==> config.mk <==
export PLATFORM = sky130hd
export DESIGN_NAME = pipe_skid_stage
export DESIGN_NICKNAME = d
export VERILOG_FILES = /design/src/rtl/pipe_skid_stage.sv
export SDC_FILE = /design/constraint.sdc
export NUM_CORES = 1
export LEC_CHECK = 0
export ABC_AREA = 1
export CAP_MARGIN = 20
export CORE_ASPECT_RATIO = 1.75
export CORE_MARGIN = 3
export CORE_UTILIZATION = 25
export DETAILED_ROUTE_END_ITERATION = 16
export GPL_TIMING_DRIVEN = 1
export SYNTH_ARGS = -nofsm -noshare
export SYNTH_HDL_FRONTEND = slang
export SYNTH_SLANG_ARGS = --single-unit
export TNS_END_PERCENT = 5
==> constraint.sdc <==
create_clock -name clk -period 1.9 [get_ports clk]
set_clock_uncertainty 0.15 [all_clocks]
set_input_delay 0.285 -clock clk [delete_from_list [all_inputs] [get_ports clk]]
set_output_delay 0.285 -clock clk [all_outputs]
set_load 0.005 [all_outputs]
==> src/rtl/pipe_skid_stage.sv <==
// Elastic two-entry pipeline stage (main register + skid register) with valid/ready
// handshake and synchronous flush. Optional stall counter: define PIPE_SKID_STALL_CNT_EN.
module pipe_skid_stage #(
  parameter int unsigned N = 32
) (
  input  logic         clk,
  input  logic         reset,
  input  logic         flush,
  input  logic         in_valid,
  output logic         in_ready,
  input  logic [N-1:0] in_data,
  output logic         out_valid,
  input  logic         out_ready,
  output logic [N-1:0] out_data,
  output logic [1:0]   occupancy
`ifdef PIPE_SKID_STALL_CNT_EN
  ,
  output logic [31:0]  stall_cnt
`endif
);

  // Encodings chosen so bit0 = main_v and bit1 = skid_v.
  typedef enum logic [1:0] {
    EMPTY = 2'b00,
    ONE   = 2'b01,
    FULL  = 2'b11
  } state_t;

  state_t       state, state_next;
  logic [N-1:0] main_d, main_d_next;
  logic [N-1:0] skid_d, skid_d_next;
  logic         main_v, skid_v;
  logic         in_fire, out_fire;

  assign main_v    = (state != EMPTY);
  assign skid_v    = (state == FULL);

  // Ready depends only on held state and flush, never on out_ready.
  assign in_ready  = !skid_v && !flush;
  assign in_fire   = in_valid && in_ready;
  assign out_fire  = main_v && out_ready;

  assign out_valid = main_v;
  assign out_data  = main_d;
  assign occupancy = {1'b0, main_v} + {1'b0, skid_v};

  always_comb begin
    state_next  = state;
    main_d_next = main_d;
    skid_d_next = skid_d;
    if (flush) begin
      state_next  = EMPTY;
      main_d_next = '0;
      skid_d_next = '0;
    end else begin
      unique case (state)
        EMPTY: begin
          if (in_fire) begin
            state_next  = ONE;
            main_d_next = in_data;
          end
        end
        ONE: begin
          if (in_fire && out_fire) begin
            main_d_next = in_data;
          end else if (in_fire) begin
            state_next  = FULL;
            skid_d_next = in_data;
          end else if (out_fire) begin
            state_next  = EMPTY;
          end
        end
        FULL: begin
          if (out_fire) begin
            state_next  = ONE;
            main_d_next = skid_d;
          end
        end
        default: begin
          state_next = EMPTY;
        end
      endcase
    end
  end

  always_ff @(posedge clk) begin
    if (reset) begin
      state  <= EMPTY;
      main_d <= '0;
      skid_d <= '0;
    end else begin
      state  <= state_next;
      main_d <= main_d_next;
      skid_d <= skid_d_next;
    end
  end

`ifdef PIPE_SKID_STALL_CNT_EN
  logic [1:0] stall_inc;

  // A cycle stalled on both sides counts twice.
  assign stall_inc = {1'b0, main_v && !out_ready} + {1'b0, in_valid && !in_ready};

  always_ff @(posedge clk) begin
    if (reset) begin
      stall_cnt <= '0;
    end else begin
      stall_cnt <= stall_cnt + {30'd0, stall_inc};
    end
  end
`endif

endmodule

# After elaboration in Yosys (flattened, before gate mapping)
# Index checks and enable logic that the tools add are counted.
[totals] regBits=66 out_inout_bits=36
[classes] addsub=1 eq_ne=7 n_mux=10 bitwise_logic=1 reduce_logical=13
[ops] cell="$mux W32" count=3
[ops] cell="$pmux W32 S3" count=1
[ops] cell="$mux W2" count=5
[ops] cell="$reduce_and A4 Y1" count=2
[ops] cell="$ne A2 B2 Y1 const B" count=3
[ops] cell="$pmux W2 S3" count=1
[ops] cell="$logic_and A1 B1 Y1" count=4
[ops] cell="$ne A3 B3 Y1 const B" count=1
[ops] cell="$reduce_and A3 Y1" count=1
[ops] cell="$reduce_bool A3 Y1" count=1
[ops] cell="$add A1 B1 Y2" count=1
[ops] cell="$eq A2 B1 Y1 const B" count=1
[ops] cell="$eq A2 B2 Y1 const B" count=1
[ops] cell="$logic_not A1 Y1" count=2
[ops] cell="$logic_not A2 Y1" count=1
[ops] cell="$ne A2 B1 Y1 const B" count=1
[ops] cell="$reduce_bool A2 Y1" count=1
[ops] cell="$reduce_or A2 Y1" count=1
[ops] cell="$not A1 Y1" count=1

# Depth between registers and ports, before layout
# Gate-level depths: netlist (run 1).
[logic_depth] ltp_word=7 ltp_mapped=9

# Worst setup path before layout (run 1)
# Ideal clock, no wire load.
[synth_path] kind="register to register" start="reg state[0]" end="reg main_d[19] (netlist: out_data[19])" setup_ns=0.115 arrival_time_ns=1.468 t_required_ns=1.635 setup_slack_ns=0.167 stages_incl_launch_ff=9 path_buffers=1 cell_sequence="dfxtp_1 -> inv_1 -> ha_1 -> or2_2 -> nand2_4 -> buf_2 -> nand3_1 -> nand2_1 -> nor2_1"
[synth_between] elab_chain_len=7 elab_cells_between_ends=15 classes_between="5 x eq/ne; 1 x mux; 9 x reduce/logical"
[synth_lines] item="from (decl)" line_no="29" source="state_t state, state_next;"
[synth_lines] item="from (signal assigned)" line_no="92" source="state <= state_next;"
[synth_lines] item="$eq A2 B2 Y1" line_no="36, 56"
[synth_lines] item="$logic_not A1 Y1" line_no="39" source="assign in_ready = !skid_v && !flush;"
[synth_lines] item="$logic_and A1 B1 Y1" line_no="39"
[synth_lines] item="$logic_and A1 B1 Y1" line_no="40" source="assign in_fire = in_valid && in_ready;"
[synth_lines] item="$logic_and A1 B1 Y1" line_no="64" source="if (in_fire && out_fire) begin"
[synth_lines] item="$ne A2 B2 Y1 (no source line)"
[synth_lines] item="$reduce_and A4 Y1 (no source line)"
[synth_lines] item="to (signal assigned)" line_no="93" source="main_d <= main_d_next;"
[synth_lines] item="to (decl)" line_no="30" source="logic [N-1:0] main_d, main_d_next;"
# Parallel ways exist; a longest one is shown, timed or not.
# A chain may end at the register's enable or synchronous reset.

# Worst setup path in the final report (run 1)
[layout_path] start="reg state[0]" end="out occupancy[1]"
[layout_between] elab_chain_len=2 elab_cells_between_ends=3 classes_between="1 x add/sub; 1 x eq/ne; 1 x reduce/logical"
[layout_lines] item="$eq A2 B2 Y1 or $reduce_bool A2 Y1 (tied branches)" line_no="36, 35"
[layout_lines] item="$add A1 B1 Y2 (*)" line_no="45" source="assign occupancy = {1'b0, main_v} + {1'b0, skid_v};"
[layout_lines] item="to (decl)" line_no="15" source="output logic [1:0] occupancy"
# Every way passes the cells marked *; elsewhere a longest branch is shown, timed or not.

==> metrics.yaml, run 1 <==
viasPerCell: 4.45
grt_pass1_vias: 2868
drt_iter0_markers: 135
pwr-share-comb_pct: 22.2
crit_path_start_kind: "register"
cts_tree: "done"
rsz0062_at_grt: "no"
rows: 52
die_h_um: 153
synth_area_leaders: "dfxtp_1, nor2_1, mux2i_1"
io_buffers: 72
grt_pass1_wl_um: 13600
worst-r2r-setup-slack_ns: 0.12
cts.clk_slew.worst_paths_ns: 0.05
synth_top_family_by_area: "simple AND/OR/NAND/NOR gates"
path_cells: "ha_4 -> clkdlybuf4s50_1"
antenna_found_initial: 0
fill_cells: 1216
cp-startpoint: "state[0]"
yosys.area_share.simple_pct: 25.7
rr_worst_depth: 8
overflow: 0
multi_input_area_mm2: 0.00155
run_status: "completed"
gp_congestion: 0.744
setup_slack_ns: 0.0535
period_share_pct: 97.2
io_pins: 73
syn-mean-instance-area_um2: 7.97
cp.arrival_ns: 1.41
n_antenna_cell: 0
hold_depth: 2
start_util_pct: 26.0
intPower_mw: 2.81
dieWidth_um: 89.7
cts.sinks: 66
tightest_slew_ns: 0.337
worstReg2RegStart: "state[0]"
routed_wl_um: 7830
power_density_mw_per_mm2: 902
cap_violations: 0
vias: 2737
synthMuxAreaShare_pct: 10.4
synthesis.area_mm2: 0.00307
min_to: "out_data[18]"
synth_top_area_cell: "dfxtp_1"
core_area_mm2: 0.0118
grt_start_max_net_pins: 49
syn_inst: 385
synth_seq_cells: 66
clk_latency_ns: 0.32
post-place-ws_ns: -0.0921
path_max_fanout: 4
grt_usage_pct: 12.0
final-seq-area_mm2: 0.00133
synth_top_area_share_pct: 43.1
finalHoldViolations: 0
synth_fa_ha_area_share_pct: 1.63
place.detailed.hpwl_um: 5600
h-tree-depth: 3
synth-compound-area-share_pct: 11.6
end_kind: "primary output"
fin_crit_ns: 1.85
leakagePower_nw: 1.61
drtAntennaViolNets: 0
cts_root_buffer: "clkbuf_16"
wl_per_cell_um: 12.7
switching_share_pct: 26.6
synth_warnings: 0
drc: 0
drt-pass1-iter-count: 4
min_path_type: "register to register"
setup_viol: 0
worstSetupPathType: "register to primary output"
drv_slew: 0
maxSlewHeadroom_pct: 77.5
die_area_mm2: 0.0137
hold_path_startpoint: "out_data[18]"
hold_buffers: 0
final.setup.tns_ns: 0
netSwitchingPower_mw: 1.02
p_seq_share_pct: 39.1
drive_above_1_share_pct: 9.27
cp_slowest_cell: "clkdlybuf4s50_1"
synth-seq-area-share_pct: 43.1
fmax_ghz: 0.542
syn-num-nets: 426
slowest_delay_ns: 0.52
cts_buffer_depth: 2
yosysUniqueCellTypes: 24
cts_buffers: 9
fin_nets: 492
power_frac_clock_pct: 38.7
r2r-end: "out_data[26]"
irDropWorstVdd_mv: 0.408
syn_to_final_growth_pct: 38.5
synth-xor-area-share_pct: 0
crit_required_ns: 1.46
==> worst max-delay path: cells and delay by family, from the launching register on <==
family     cells  cell delay (ns)
fa+ha+maj      1             0.20
flops          1             0.37
buf+inv        1             0.52
==> power by group through the flow <==
stage	combinational (mW)	sequential, mW	clock (mW)
after floorplan	0.509	1.53	0
after global placement	0.844	1.52	0
after detailed placement	0.857	1.53	0
after CTS	0.862	1.50	1.52
after global routing	0.942	1.51	1.56
final	0.850	1.50	1.48
==> what timing repair did <==
item	4_1_cts	5_1_grt
pin swaps	0	0
setup endpoints to repair	8	58
cloned	0	0
gates resized for setup	10	3
setup buffers	0	0
==> flip-flops by register name (all words and copies together), names as in the netlist <==
name / flops
out_data: 32
state: 2
skid_d: 32
==> kinds of logic after synthesis <==
family	Yosys count
AO/OA/AOI/OAI	68
adder cells (fa/ha/maj)	4
buffers and inverters	35
flip-flops	66
multiplexers	32
AND/OR/NAND/NOR	180
==> cells in the mapped netlist <==
cell      number
or2_2          1
o21ai_1       30
o21ai_0        3
nand4_4        1
nand3_1       33
ha_1           4
buf_6         10
inv_1          3
buf_2         11
inv_2          3
clkbuf_1       3
nor2_1       102
buf_1          2
buf_4          3
dfxtp_1       66
nand2_1       36
nor2_4         2
nand3_2        1
a21oi_1       34
nand2_4        1
o211ai_4       1
nor2_8         1
mux2i_1       32
nand2_2        2
==> layout make-up <==
class	count	area share (%)
clock buffer	13	6.13
inverter	6	0.589
multi-input combinational	284	36.5
sequential	66	31.3
tap	162	4.77
timing repair buffer	84	20.8
==> placed cells by master (no fill, tap or decap), types with 2 or more instances in the layout <==
cell	count
ha_4	2
clkbuf_16	9
inv_2	2
nor2_1	101
clkdlybuf4s50_1	69
nand2_2	2
clkbuf_1	2
a21oi_1	34
buf_4	6
nand2_1	36
nand3_1	33
dlygate4sd2_1	3
o21ai_1	30
buf_12	6
mux2i_1	32
nor2_4	3
o21ai_0	3
dfxtp_1	64
dfxtp_4	2
inv_1	3
clkbuf_8	2
==> layer usage <==
metal | track usage (%) | wire length [µm] | part of all wire, %
met2 | 21.4 | 4190 | 54
met1 | 13.4 | 3190 | 41
met5 | 0 | 0 | 0
met4 | 5.99 | 186 | 2.4
met3 | 2.72 | 261 | 3.3
==> how the worst max path moves through the flow <==
| stage | endpoint | cells past startpoint |
|---|---|---|
| after global placement | skid_d[0] | 7 |
| after floorplan | out_data[19] | 8 |
| after CTS | occupancy[1] | 2 |
| final | occupancy[1] | 2 |
| after detailed placement | skid_d[19] | 7 |
| after global routing | occupancy[1] | 2 |
==> stage by stage <==
step                      std cells  cell area [µm²]  util (%)  hold WS (ns)  power, mW
final                           615             4250      36.1         0.328       3.83
after global routing            615             4250      36.1         0.351       4.01
after CTS                       615             4240      36.0         0.332       3.88
after detailed placement        602             3960      33.6         0.319       2.38
after global placement          602             3960      33.6         0.315       2.37
after floorplan                 385             3070         -         0.270       2.04
No activity file was read; power rests on OpenSTA's default activity.
==> run 2: changes to the inputs <==
--- a/config.mk
+++ b/config.mk
@@ -8,9 +8,9 @@
 export ABC_AREA = 1
 export CAP_MARGIN = 20
 export CORE_ASPECT_RATIO = 1.75
-export CORE_MARGIN = 3
 export CORE_UTILIZATION = 25
 export DETAILED_ROUTE_END_ITERATION = 16
+export GPL_ROUTABILITY_DRIVEN = 0
 export GPL_TIMING_DRIVEN = 1
 export SYNTH_ARGS = -nofsm -noshare
 export SYNTH_HDL_FRONTEND = slang
==> metrics.yaml, run 2 (same netlist as run 1, synthesis figures left out) <==
antenna_found_initial: 0
start_util_pct: 25.5
maxSlewHeadroom_pct: 59.3
irDropWorstVdd_mv: 0.401
drc: 0
finalHoldViolations: 0
setup_viol: 0
fmax_ghz: 0.528
tightest_slew_ns: 0.609
rr_worst_depth: 8
dieWidth_um: 85.7
cts_buffer_depth: 2
core_area_mm2: 0.0120
hold_depth: 2
grt_usage_pct: 12.6
drv_slew: 0
drive_above_1_share_pct: 10.5
wl_per_cell_um: 12.4
hold_buffers: 0
rsz0062_at_grt: "yes"
cts_setup_buffers: 0
drt-pass1-iter-count: 4
leakagePower_nw: 1.65
syn_to_final_growth_pct: 40.8
min_path_type: "register to register"
drt_iter0_markers: 116
cts.clk_slew.worst_paths_ns: 0.05
crit_path_start_kind: "register"
io_buffers: 72
p_total_mw: 4.15
end_kind: "primary output"
clk_latency_ns: 0.33
io_pins: 73
h-tree-depth: 3
cp.arrival_ns: 1.46
fill_cells: 1247
finalNonFillerCells: 621
vias: 2716
grt_pass1_wl_um: 12400
cap_violations: 0
fin_crit_ns: 1.89
rows: 53
die_h_um: 149
cts.sinks: 66
power_density_mw_per_mm2: 961
worst-r2r-setup-slack_ns: 0.09
dp_cells: 605
crit_required_ns: 1.46
place.detailed.hpwl_um: 5240
path_max_fanout: 5
final.setup.tns_ns: 0
worstSetupPathType: "register to primary output"
overflow: 0
die_area_mm2: 0.0127
final_common_cell: "nor2_1"
run_status: "completed"
period_share_pct: 99.6
n_antenna_cell: 0
fin_nets: 492
cts_buffers: 9
grt_start_max_net_pins: 35
drtAntennaViolNets: 0
viasPerCell: 4.37
routed_wl_um: 7720
grt_pass1_vias: 2577
final_cell_mix: "nor2_1, clkdlybuf4s50_1, dfxtp_1, nand2_1, a21oi_1"
cts_root_buffer: "clkbuf_16"
cts_tree: "done"
==> run 2: cell type report <==
class | count | area, µm² | area share, %
well taps | 165 | 206 | 4.78
clock buffers | 10 | 239 | 5.53
flip-flops and latches | 66 | 1330 | 30.8
clock inverters | 6 | 90.1 | 2.09
inverters | 6 | 22.5 | 0.521
repair buffers | 84 | 886 | 20.5
multi-input cells | 284 | 1550 | 35.8
==> run 2: timing repair <==
item                       CTS  global route
setup endpoints to repair   36            29
resized for setup            9             3
hold endpoints to repair     0             0
==> run 2: where the power goes <==
| group | total, mW | leakage (nW) | internal, mW | switching, mW |
|---|---|---|---|---|
| Clock | 1.79 | 0.159 | 1.18 | 0.608 |
| Sequential | 1.50 | 0.537 | 1.46 | 0.0423 |
| Combinational | 0.857 | 0.959 | 0.425 | 0.432 |
| Total | 4.15 | 1.65 | 3.07 | 1.08 |
==> run 2: routing by layer <==
metal / vias up / global-route usage, % / share of wire, %
met4: 0 / 6.42 / 1.4
met2: 58 / 22.4 / 53
li1: 1408 / - / -
met5: - / 0 / 0
met3: 11 / 2.39 / 3.1
met1: 1239 / 14.0 / 43
==> run 2: worst max-delay path, stage by stage (launching register included) <==
cell	delay [ns]
dfxtp_4	0.38
ha_4	0.22
clkdlybuf4s50_1	0.52
==> run 2: final timing paths <==
kind,from,end
worst min register to register,out_data[17],out_data[17]
worst min-delay path,out_data[17],out_data[17]
worst max-delay path,state[1],occupancy[1]
worst max register to register,state[1],out_data[5]
==> run 2: metrics by stage <==
step / area (µm²) / utilization [%] / setup slack [ns] / hold slack [ns]
after detailed placement: 3960 / 33.0 / -0.0987 / 0.320
final: 4320 / 36.0 / 0.00735 / 0.329
after global routing: 4320 / 36.0 / -0.0150 / 0.367
after floorplan: 3070 / - / 0.167 / 0.270
after CTS: 4310 / 35.9 / -0.121 / 0.334
after global placement: 3960 / 33.0 / -0.0399 / 0.309
==> run 3: changes to the inputs <==
--- a/config.mk
+++ b/config.mk
@@ -7,7 +7,7 @@
 export LEC_CHECK = 0
 export ABC_AREA = 1
 export CAP_MARGIN = 20
-export CORE_ASPECT_RATIO = 1.75
+export CORE_ASPECT_RATIO = 1.2
 export CORE_UTILIZATION = 25
 export DETAILED_ROUTE_END_ITERATION = 16
 export GPL_ROUTABILITY_DRIVEN = 0
==> metrics.yaml, run 3 (same netlist as run 1, synthesis figures left out) <==
run_status: "completed"
fin_nets: 496
drv_slew: 0
period_share_pct: 92.0
fill_cells: 1241
rr_worst_depth: 8
io_buffers: 72
tightest_slew_ns: 0.343
cp_slowest_cell: "dfxtp_4"
p_total_mw: 3.86
cts.sinks: 66
power_frac_clock_pct: 38.8
switching_share_pct: 27.4
intPower_mw: 2.81
finalNonFillerCells: 617
drt_iter0_markers: 85
grt_usage_pct: 12.5
n_antenna_cell: 0
final_cell_mix: "nor2_1, clkdlybuf4s50_1, dfxtp_1, nand2_1, a21oi_1"
routed_wl_um: 7400
rsz0062_at_grt: "no"
hold_path_startpoint: "out_data[18]"
io_pins: 73
p_seq_share_pct: 38.7
min_to: "out_data[18]"
slowest_delay_ns: 0.36
overflow: 0
dieWidth_um: 103
grt_pass1_wl_um: 12200
grt_start_max_net_pins: 35
start_util_pct: 26.1
post-place-ws_ns: -0.109
worstReg2RegStart: "state[1]"
cts_tree: "done"
grt_pass1_vias: 2660
place.detailed.hpwl_um: 5050
fin_crit_ns: 1.75
setup_slack_ns: 0.152
worstSetupPathType: "register to primary output"
cp.arrival_ns: 1.31
cap_violations: 0
drtAntennaViolNets: 0
path_max_fanout: 6
cts_buffers: 9
crit_path_start_kind: "register"
leakagePower_nw: 1.64
cts.clk_slew.worst_paths_ns: 0.05
cts_root_buffer: "clkbuf_16"
cts_buffer_depth: 2
maxSlewHeadroom_pct: 77.1
setup_viol: 0
final_common_cell: "nor2_1"
hold_buffers: 0
worst-r2r-setup-slack_ns: 0.16
crit_required_ns: 1.46
fin_util_pct: 36.5
fin_area_mm2: 0.00428
finalHoldViolations: 0
clk_latency_ns: 0.33
vias: 2755
drt-pass1-iter-count: 4
r2r-end: "out_data[21]"
pwr-share-comb_pct: 22.5
die_area_mm2: 0.0127
min_path_type: "register to register"
rows: 43
fmax_ghz: 0.572
netSwitchingPower_mw: 1.06
core_area_mm2: 0.0117
end_kind: "primary output"
drive_above_1_share_pct: 11.1
h-tree-depth: 3
die_h_um: 123
dp_cells: 601
placed_cell_area_mm2: 0.00398
viasPerCell: 4.47
whs_ns: 0.327
final.setup.tns_ns: 0
path_cells: "ha_4 -> nor2_8 -> dlygate4sd2_1"
wl_per_cell_um: 12.0
antenna_found_initial: 0
irDropWorstVdd_mv: 0.317
cp-startpoint: "state[1]"
hold_depth: 2
syn_to_final_growth_pct: 39.6
drc: 0
power_density_mw_per_mm2: 903
## run 3: changes by cell type in the layout (fill, tap and decap cells not counted), sizes merged
cell	previous run	this run
clkdlybuf4s50	69	68
clkbuf	10	11
bufinv	2	0
buf	12	16
dlymetal6s2s	1	0
dlygate4sd2	2	4
clkinvlp	1	2
## run 3: layout make-up
type | count | area, µm² | share of cell area (%)
Clock buffer | 11 | 243 | 5.67
Multi-Input combinational cell | 284 | 1550 | 36.1
Inverter | 6 | 25.0 | 0.585
Sequential cell | 66 | 1330 | 31.0
Clock inverter | 5 | 30.0 | 0.702
Tap cell | 157 | 196 | 4.59
Timing Repair Buffer | 88 | 911 | 21.3
## run 3: power groups by stage
stage	Combinational (mW)	Clock [mW]	Sequential, mW
2_1_floorplan	0.509	0	1.53
3_3_place_gp	0.871	0	1.52
3_5_place_dp	0.875	0	1.52
4_1_cts	0.883	1.56	1.50
5_1_grt	0.962	1.62	1.50
6_report	0.869	1.50	1.50
## run 3: worst max path at each step
stage / end / cells past startpoint / slack, ns
finish: in_ready / 3 / 0.15
global route: skid_d[4] / 7 / 0.06
CTS: in_ready / 3 / 0.13
detailed placement: skid_d[4] / 7 / -0.11
global placement: in_ready / 3 / -0.07
floorplan: out_data[19] / 8 / 0.17
## run 3: repair_timing
item,in CTS,in global routing
endpoints found under the setup margin,25,5
gates resized for setup,13,2
buffers inserted,0,0
## run 3: layer usage
| layer | up-vias | part of all wire (%) | GRT usage (%) |
|---|---|---|---|
| met5 | - | 0 | 0 |
| met4 | 0 | 1.3 | 5.46 |
| met3 | 8 | 6.3 | 4.01 |
| met2 | 71 | 46 | 20.0 |
| met1 | 1263 | 46 | 15.3 |
| li1 | 1413 | - | - |
## run 3: critical path: cells and delay by family (launching register included)
kind	cells	cell delay, ns
and+or+nand+nor	1	0.16
DFF	1	0.36
adders and majority gates	1	0.21
buffers and inverters	1	0.26
